## src/rtl/vga_sync_gen_pkg.sv

```systemverilog
// VGA 640x480@60 timing constants, counter type and decode helpers shared by the sync generator and its users.
// Latency: n/a (declarations only).
// Backpressure: n/a.
package vga_sync_gen_pkg;

    // Counter width covers totals up to 1024 pixels or lines.
    localparam int CNT_W   = 10;
    localparam int CNT_MAX = 1 << CNT_W;

    typedef logic [CNT_W-1:0] cnt_t;

    // Default 640x480@60 timing with a 100 MHz system clock.
    localparam int DEF_CLK_DIV  = 4;
    localparam int DEF_H_ACTIVE = 640;
    localparam int DEF_H_FP     = 16;
    localparam int DEF_H_SYNC   = 96;
    localparam int DEF_H_BP     = 48;
    localparam int DEF_V_ACTIVE = 480;
    localparam int DEF_V_FP     = 10;
    localparam int DEF_V_SYNC   = 2;
    localparam int DEF_V_BP     = 33;

    // Decoded per-pixel sync state, registered together so the three bits stay aligned.
    typedef struct packed {
        logic hsync;
        logic vsync;
        logic video_on;
    } sync_t;

    // Inclusive window test used for both sync pulses.
    function automatic logic in_window(cnt_t v, cnt_t lo, cnt_t hi);
        return (v >= lo) && (v <= hi);
    endfunction

endpackage

```

## src/rtl/vga_sync_gen_pix_tick_div.sv

```systemverilog
// Pixel-rate enable: divides clk by CLK_DIV, tick high for one clk every CLK_DIV clks.
// Latency: tick first rises CLK_DIV-1 clks after clr is released.
// Backpressure: none; free-running.
//   clk  : system clock
//   clr  : synchronous active-high reset, restarts the divide cycle at 0
//   tick : one-clk enable, high when the divider sits on its last count
module pix_tick_div #(
    parameter int CLK_DIV = 4
) (
    input  logic clk,
    input  logic clr,
    output logic tick
);

    localparam int W = (CLK_DIV > 2) ? $clog2(CLK_DIV) : 1;
    localparam logic [W-1:0] LAST = W'(CLK_DIV - 1);

    logic [W-1:0] div_cnt;

    assign tick = (div_cnt == LAST);

    always_ff @(posedge clk) begin
        if (clr) begin
            div_cnt <= '0;
        end else if (tick) begin
            div_cnt <= '0;
        end else begin
            div_cnt <= div_cnt + 1'b1;
        end
    end

endmodule

```

## src/rtl/vga_sync_gen.sv

```systemverilog
// VGA sync generator: pixel enable, x/y counters, registered hsync/vsync/video_on and line/frame strobes.
// Latency: decode registered from next-state counters, so all outputs are cycle-aligned with x/y (zero lag).
// Backpressure: none; free-running timing master.
//   clk, clr            : system clock, synchronous active-high reset
//   pix_tick            : one-clk pixel enable
//   hsync, vsync        : sync pulses at SYNC_POL level
//   video_on            : inside the visible 640x480 window
//   x, y                : raw counters (gate with video_on)
//   line_start          : one-clk strobe on the first clk of x == 0
//   frame_start         : one-clk strobe on the first clk of (x,y) == (0,0)
module vga_sync_gen
    import vga_sync_gen_pkg::*;
#(
    parameter int CLK_DIV  = DEF_CLK_DIV,
    parameter int H_ACTIVE = DEF_H_ACTIVE,
    parameter int H_FP     = DEF_H_FP,
    parameter int H_SYNC   = DEF_H_SYNC,
    parameter int H_BP     = DEF_H_BP,
    parameter int V_ACTIVE = DEF_V_ACTIVE,
    parameter int V_FP     = DEF_V_FP,
    parameter int V_SYNC   = DEF_V_SYNC,
    parameter int V_BP     = DEF_V_BP,
    parameter bit SYNC_POL = 1'b0
) (
    input  logic             clk,
    input  logic             clr,
    output logic             pix_tick,
    output logic             hsync,
    output logic             vsync,
    output logic             video_on,
    output logic [CNT_W-1:0] x,
    output logic [CNT_W-1:0] y,
    output logic             line_start,
    output logic             frame_start
);

    localparam int H_TOTAL  = H_ACTIVE + H_FP + H_SYNC + H_BP;
    localparam int V_TOTAL  = V_ACTIVE + V_FP + V_SYNC + V_BP;
    localparam int HS_START = H_ACTIVE + H_FP;
    localparam int HS_END   = HS_START + H_SYNC - 1;
    localparam int VS_START = V_ACTIVE + V_FP;
    localparam int VS_END   = VS_START + V_SYNC - 1;

    localparam cnt_t H_LAST  = cnt_t'(H_TOTAL - 1);
    localparam cnt_t V_LAST  = cnt_t'(V_TOTAL - 1);
    localparam cnt_t H_ACT_C = cnt_t'(H_ACTIVE);
    localparam cnt_t V_ACT_C = cnt_t'(V_ACTIVE);
    localparam cnt_t HS_LO   = cnt_t'(HS_START);
    localparam cnt_t HS_HI   = cnt_t'(HS_END);
    localparam cnt_t VS_LO   = cnt_t'(VS_START);
    localparam cnt_t VS_HI   = cnt_t'(VS_END);

    generate
        if (CLK_DIV < 2) begin : g_bad_div
            $error("vga_sync_gen: CLK_DIV must be at least 2");
        end
        if ((H_TOTAL > CNT_MAX) || (V_TOTAL > CNT_MAX)) begin : g_bad_total
            $error("vga_sync_gen: H_TOTAL and V_TOTAL must fit the 10-bit counters");
        end
    endgenerate

    logic  tick;
    logic  x_wrap;
    logic  y_wrap;
    cnt_t  x_nxt;
    cnt_t  y_nxt;
    sync_t sync_nxt;

    pix_tick_div #(
        .CLK_DIV (CLK_DIV)
    ) u_div (
        .clk  (clk),
        .clr  (clr),
        .tick (tick)
    );

    assign pix_tick = tick;

    // Next-state counters; the sync decode below looks at these rather than
    // the current x/y so the registered outputs land on the same edge.
    always_comb begin
        x_wrap = (x == H_LAST);
        y_wrap = (y == V_LAST);
        x_nxt  = x;
        y_nxt  = y;
        if (tick) begin
            if (x_wrap) begin
                x_nxt = '0;
                y_nxt = y_wrap ? '0 : y + 1'b1;
            end else begin
                x_nxt = x + 1'b1;
            end
        end
        sync_nxt.hsync    = in_window(x_nxt, HS_LO, HS_HI) ? SYNC_POL : ~SYNC_POL;
        sync_nxt.vsync    = in_window(y_nxt, VS_LO, VS_HI) ? SYNC_POL : ~SYNC_POL;
        sync_nxt.video_on = (x_nxt < H_ACT_C) && (y_nxt < V_ACT_C);
    end

    // Reset parks the counters on the last pixel of a frame so the first
    // tick after release starts a clean frame with both strobes.
    always_ff @(posedge clk) begin
        if (clr) begin
            x           <= H_LAST;
            y           <= V_LAST;
            hsync       <= ~SYNC_POL;
            vsync       <= ~SYNC_POL;
            video_on    <= 1'b0;
            line_start  <= 1'b0;
            frame_start <= 1'b0;
        end else begin
            x           <= x_nxt;
            y           <= y_nxt;
            hsync       <= sync_nxt.hsync;
            vsync       <= sync_nxt.vsync;
            video_on    <= sync_nxt.video_on;
            line_start  <= tick && x_wrap;
            frame_start <= tick && x_wrap && y_wrap;
        end
    end

endmodule

```

## config.mk

```make
export PLATFORM = sky130hd
export DESIGN_NAME = vga_sync_gen
export DESIGN_NICKNAME = d
export VERILOG_FILES = /design/src/rtl/vga_sync_gen_pkg.sv /design/src/rtl/vga_sync_gen_pix_tick_div.sv /design/src/rtl/vga_sync_gen.sv
export SDC_FILE = /design/constraint.sdc
export NUM_CORES = 1
export LEC_CHECK = 0
export ABC_AREA = 1
export CORE_ASPECT_RATIO = 0.9
export CORE_UTILIZATION = 35
export CTS_CLUSTER_DIAMETER = 100
export DETAILED_ROUTE_END_ITERATION = 8
export PLACE_DENSITY = 0.56
export SETUP_SLACK_MARGIN = 0.15
export SYNTH_ARGS = -nofsm -noshare
export SYNTH_HDL_FRONTEND = slang
export SYNTH_SLANG_ARGS = --single-unit
```

## constraint.sdc

```tcl
create_clock -name clk -period 3.1 [get_ports clk]
set_clock_uncertainty 0.2 [all_clocks]
set_input_delay 0.62 -clock clk [delete_from_list [all_inputs] [get_ports clk]]
set_output_delay 0.62 -clock clk [all_outputs]
set_load 0.005 [all_outputs]
```

==> flow_summary_export.csv <==
group,metric,value,unit
sta,finalMaxSlewViolations,0,
place,place_congestion,0.7863,
worst_setup_path,crit_path_max_incr_delay,0.61,ns
pwr,power.total,0.7876,mW
drt,routed_wire_length_per_instance,11.49,um
place,port_buffers,27,
drt,final_antenna_net_count,0,
sta,max_slew.worst_pin.slew,0.5549,ns
clock_network,cts_setup_buffers,0,
floorplanning,die_w,71.53,um
clock_network,cts_hold_buf,0,
sta,final-setup-viol-count,0,
synth,syn_inst,225,
floorplanning,floorplan.die_area,4619,um2
sta,period_needed,2.550,ns
sta,hold_ws,0.2298,ns
clock_network,cts_sinks,27,
cells_and_area,areaGrowthSynthToFinish,23.50,%
cells_and_area,layout-drive-gt1-share,10.28,%
sta,max-slew-margin-rel,63.01,%
synth,ys_seq_elements,27,
grt,grt_util_met3,4.044,%
cells_and_area,post_layout_nonfiller_instances,301,
grt,grt_use_total,16.44,%
worst_setup_path,timing.critical_path.arrival,1.73,ns
cells_and_area,nNetsFinal,260,
floorplanning,fp-row-count,22,
pwr,p_seq_share,48.9,%
pwr,internal-power,0.5387,mW
grt,grt_busiest_layer,"met2",
pwr,power.clock.fraction,25.5,%
clock_network,cts.clk_slew.worst_paths,0.09,ns
grt,use_met1,22.53,%
clock_network,cts_max_path_buffers,2,
synth,synth_seq_area_share,35.50,%
pwr,power_frac_comb,25.7,%
clock_network,ctsRootBufferMaster,"clkbuf_8",
sta,grt_setup_unrepaired,"false",
pwr,power.density,418.8,nW/um2
worst_setup_path,critPathTopFamily,"buffers and inverters",
grt,grt_first_pass_wirelength,5.934,mm
pwr,p_leak,0.8721,nW
grt,groute.layer.met2.usage,26.07,%
pwr,p_switching,0.2489,mW
synth,synth_fp_nets,231,
cells_and_area,num-fill-cells,445,
place,place_worst_setup_slack,0.8635,ns
floorplanning,ios,28,
worst_setup_path,worstSetupPathType,"reg -> out",
grt,grt_antenna_before_repair,0,
worst_setup_path,crit_fanout,12,
drt,wirelength,3.459,mm
floorplanning,initial_core_utilization,36.88,%
run_status,result_of_the_run,"complete, no violations",
sta,fmaxAchievable,392.1,MHz
worst_setup_path,critical_path.endpoint_type,"output port",
worst_setup_path,crit_buf_inv,1,
drt,post_drt_via_cell_ratio,4.801,
cells_and_area,num_antenna_cells,0,
floorplanning,die_height,64.58,um
worst_setup_path,start_kind,"flip-flop",
floorplanning,fp.coreArea,4129,um2
drt,dr_total_vias,1445,
sta,hold_viol,0,
pwr,peak_vdd_ir,0.2765,mV
sta,fin_setup_tns,0,ns
run,maxCapViolCount,0,
synth,netlist-cell-type-count,34,
place,hpwl,2.624,mm
drt,drc,0,
sta,timing.final.ws_setup,0.5496,ns
place,dp_cells,297,
pwr,switching_portion_of_total_power,31.60,%
grt,grt_pass1_vias,1293,
synth,ys_warn_count,0,
synth,synth.avg_cell_area,6.768,um2
clock_network,number_of_clock_buffers_inserted_by_tritoncts,3,
sta,period_share,82.27,%
clock_network,worstSkewPairLatency,0.27,ns
worst_setup_path,cp.required,2.28,ns
synth,mappedNetlistArea,1523,um2
drt,first_pass_iters,4,
clock_network,cts-htree-levels,1,
worst_setup_path,worst_path_max_delay_cell,"clkdlybuf4s50_1",
grt,overflow,0,
worst_setup_path,cp_cell_sequence,"ha_1, clkdlybuf4s50_1",
grt,grt_start_max_net_pins,17,
min_path,worst_hold_path_class,"reg -> reg",
clock_network,ctsResizeCount,0,
drt,drt_first_iter_violations,54,
clock_network,tritoncts,"yes",
==> flip-flops by register name, summed over array words and instances (netlist names) <==
register / flops
y: 10
vsync: 1
x: 10
line_start: 1
frame_start: 1
video_on: 1
u_div.div_cnt: 2
hsync: 1
==> power by group through the flow <==
stage | Combinational (mW) | Clock [mW] | Sequential (mW)
floorplan | 0.139 | 0 | 0.391
global route | 0.230 | 0.226 | 0.388
global placement | 0.200 | 0 | 0.393
detailed placement | 0.201 | 0 | 0.393
CTS | 0.203 | 0.213 | 0.385
finish | 0.202 | 0.201 | 0.385
==> worst paths after layout <==
| path | start | end | slack, ns | cells after the start |
|---|---|---|---|---|
| worst max-delay path | u_div.div_cnt[0] | pix_tick | 0.55 | 2 |
| worst min-delay path | u_div.div_cnt[0] | u_div.div_cnt[0] | 0.23 | 1 |
| worst max register to register | u_div.div_cnt[0] | video_on | 0.86 | 12 |
| worst min register to register | u_div.div_cnt[0] | u_div.div_cnt[0] | 0.23 | 1 |
==> logic make-up (layout without fill, tap and decap cells) <==
kind of cell               after synthesis  in the layout  share of synthesized area (%)
AOI/OAI and AO/OA                       19             19                          7.066
adders and majority gates                4              4                          3.287
and+or+nand+nor                        136            136                          42.07
DFF                                     27             27                          35.50
buffers and inverters                   34             62                          9.203
xor gates and xnor gates                 5              5                          2.876
==> through the flow <==
step	util, %	cell area (um2)
after CTS	45.55	1881
after detailed placement	44.42	1834
final	45.55	1881
after global routing	45.55	1881
after floorplan	-	1523
after global placement	44.42	1834
==> synth_stat cells (all sizes together) <==
cell type | number | area (um2)
nand2 | 72 | 285.3
nor2 | 35 | 151.4
inv | 29 | 108.9
dfxtp | 27 | 540.5
nand3 | 12 | 65.06
o21ai | 9 | 45.04
nand4 | 6 | 58.80
nor3 | 6 | 46.30
a21oi | 5 | 25.02
ha | 4 | 50.05
xor2 | 4 | 35.03
o21bai | 3 | 22.52
buf | 2 | 18.77
clkbuf | 2 | 7.510
or2 | 2 | 12.52
a211oi | 1 | 7.510
a22oi | 1 | 7.510
and3 | 1 | 6.260
clkinv | 1 | 5.000
nand3b | 1 | 7.510
nor3b | 1 | 7.510
xnor2 | 1 | 8.760
==> cell type report <==
| cell class | instances | area (um2) | share of cell area (%) |
|---|---|---|---|
| multi-input cells | 164 | 842.1 | 44.78 |
| flip-flops and latches | 27 | 540.5 | 28.74 |
| repair buffers | 28 | 277.8 | 14.77 |
| inverters | 30 | 113.9 | 6.055 |
| well taps | 48 | 60.06 | 3.194 |
| clock buffers | 3 | 41.29 | 2.196 |
| clock inverters | 1 | 5.005 | 0.2661 |
==> cells in the final DEF (no fill, tap or decap), types with 5 or more instances in the layout <==
master           count
nand3_1             11
inv_1               25
clkdlybuf4s50_1     27
dfxtp_1             27
nor2_2               5
nand2_1             68
a21oi_1              5
nor2_1              29
o21ai_0              9
==> routing by layer <==
metal / vias to the layer above / wire [um]
met5: - / 0
met4: 0 / 24
met3: 2 / 175
met2: 41 / 1425
met1: 640 / 1834
li1: 762 / -
No activity file was read; power rests on OpenSTA's default activity.
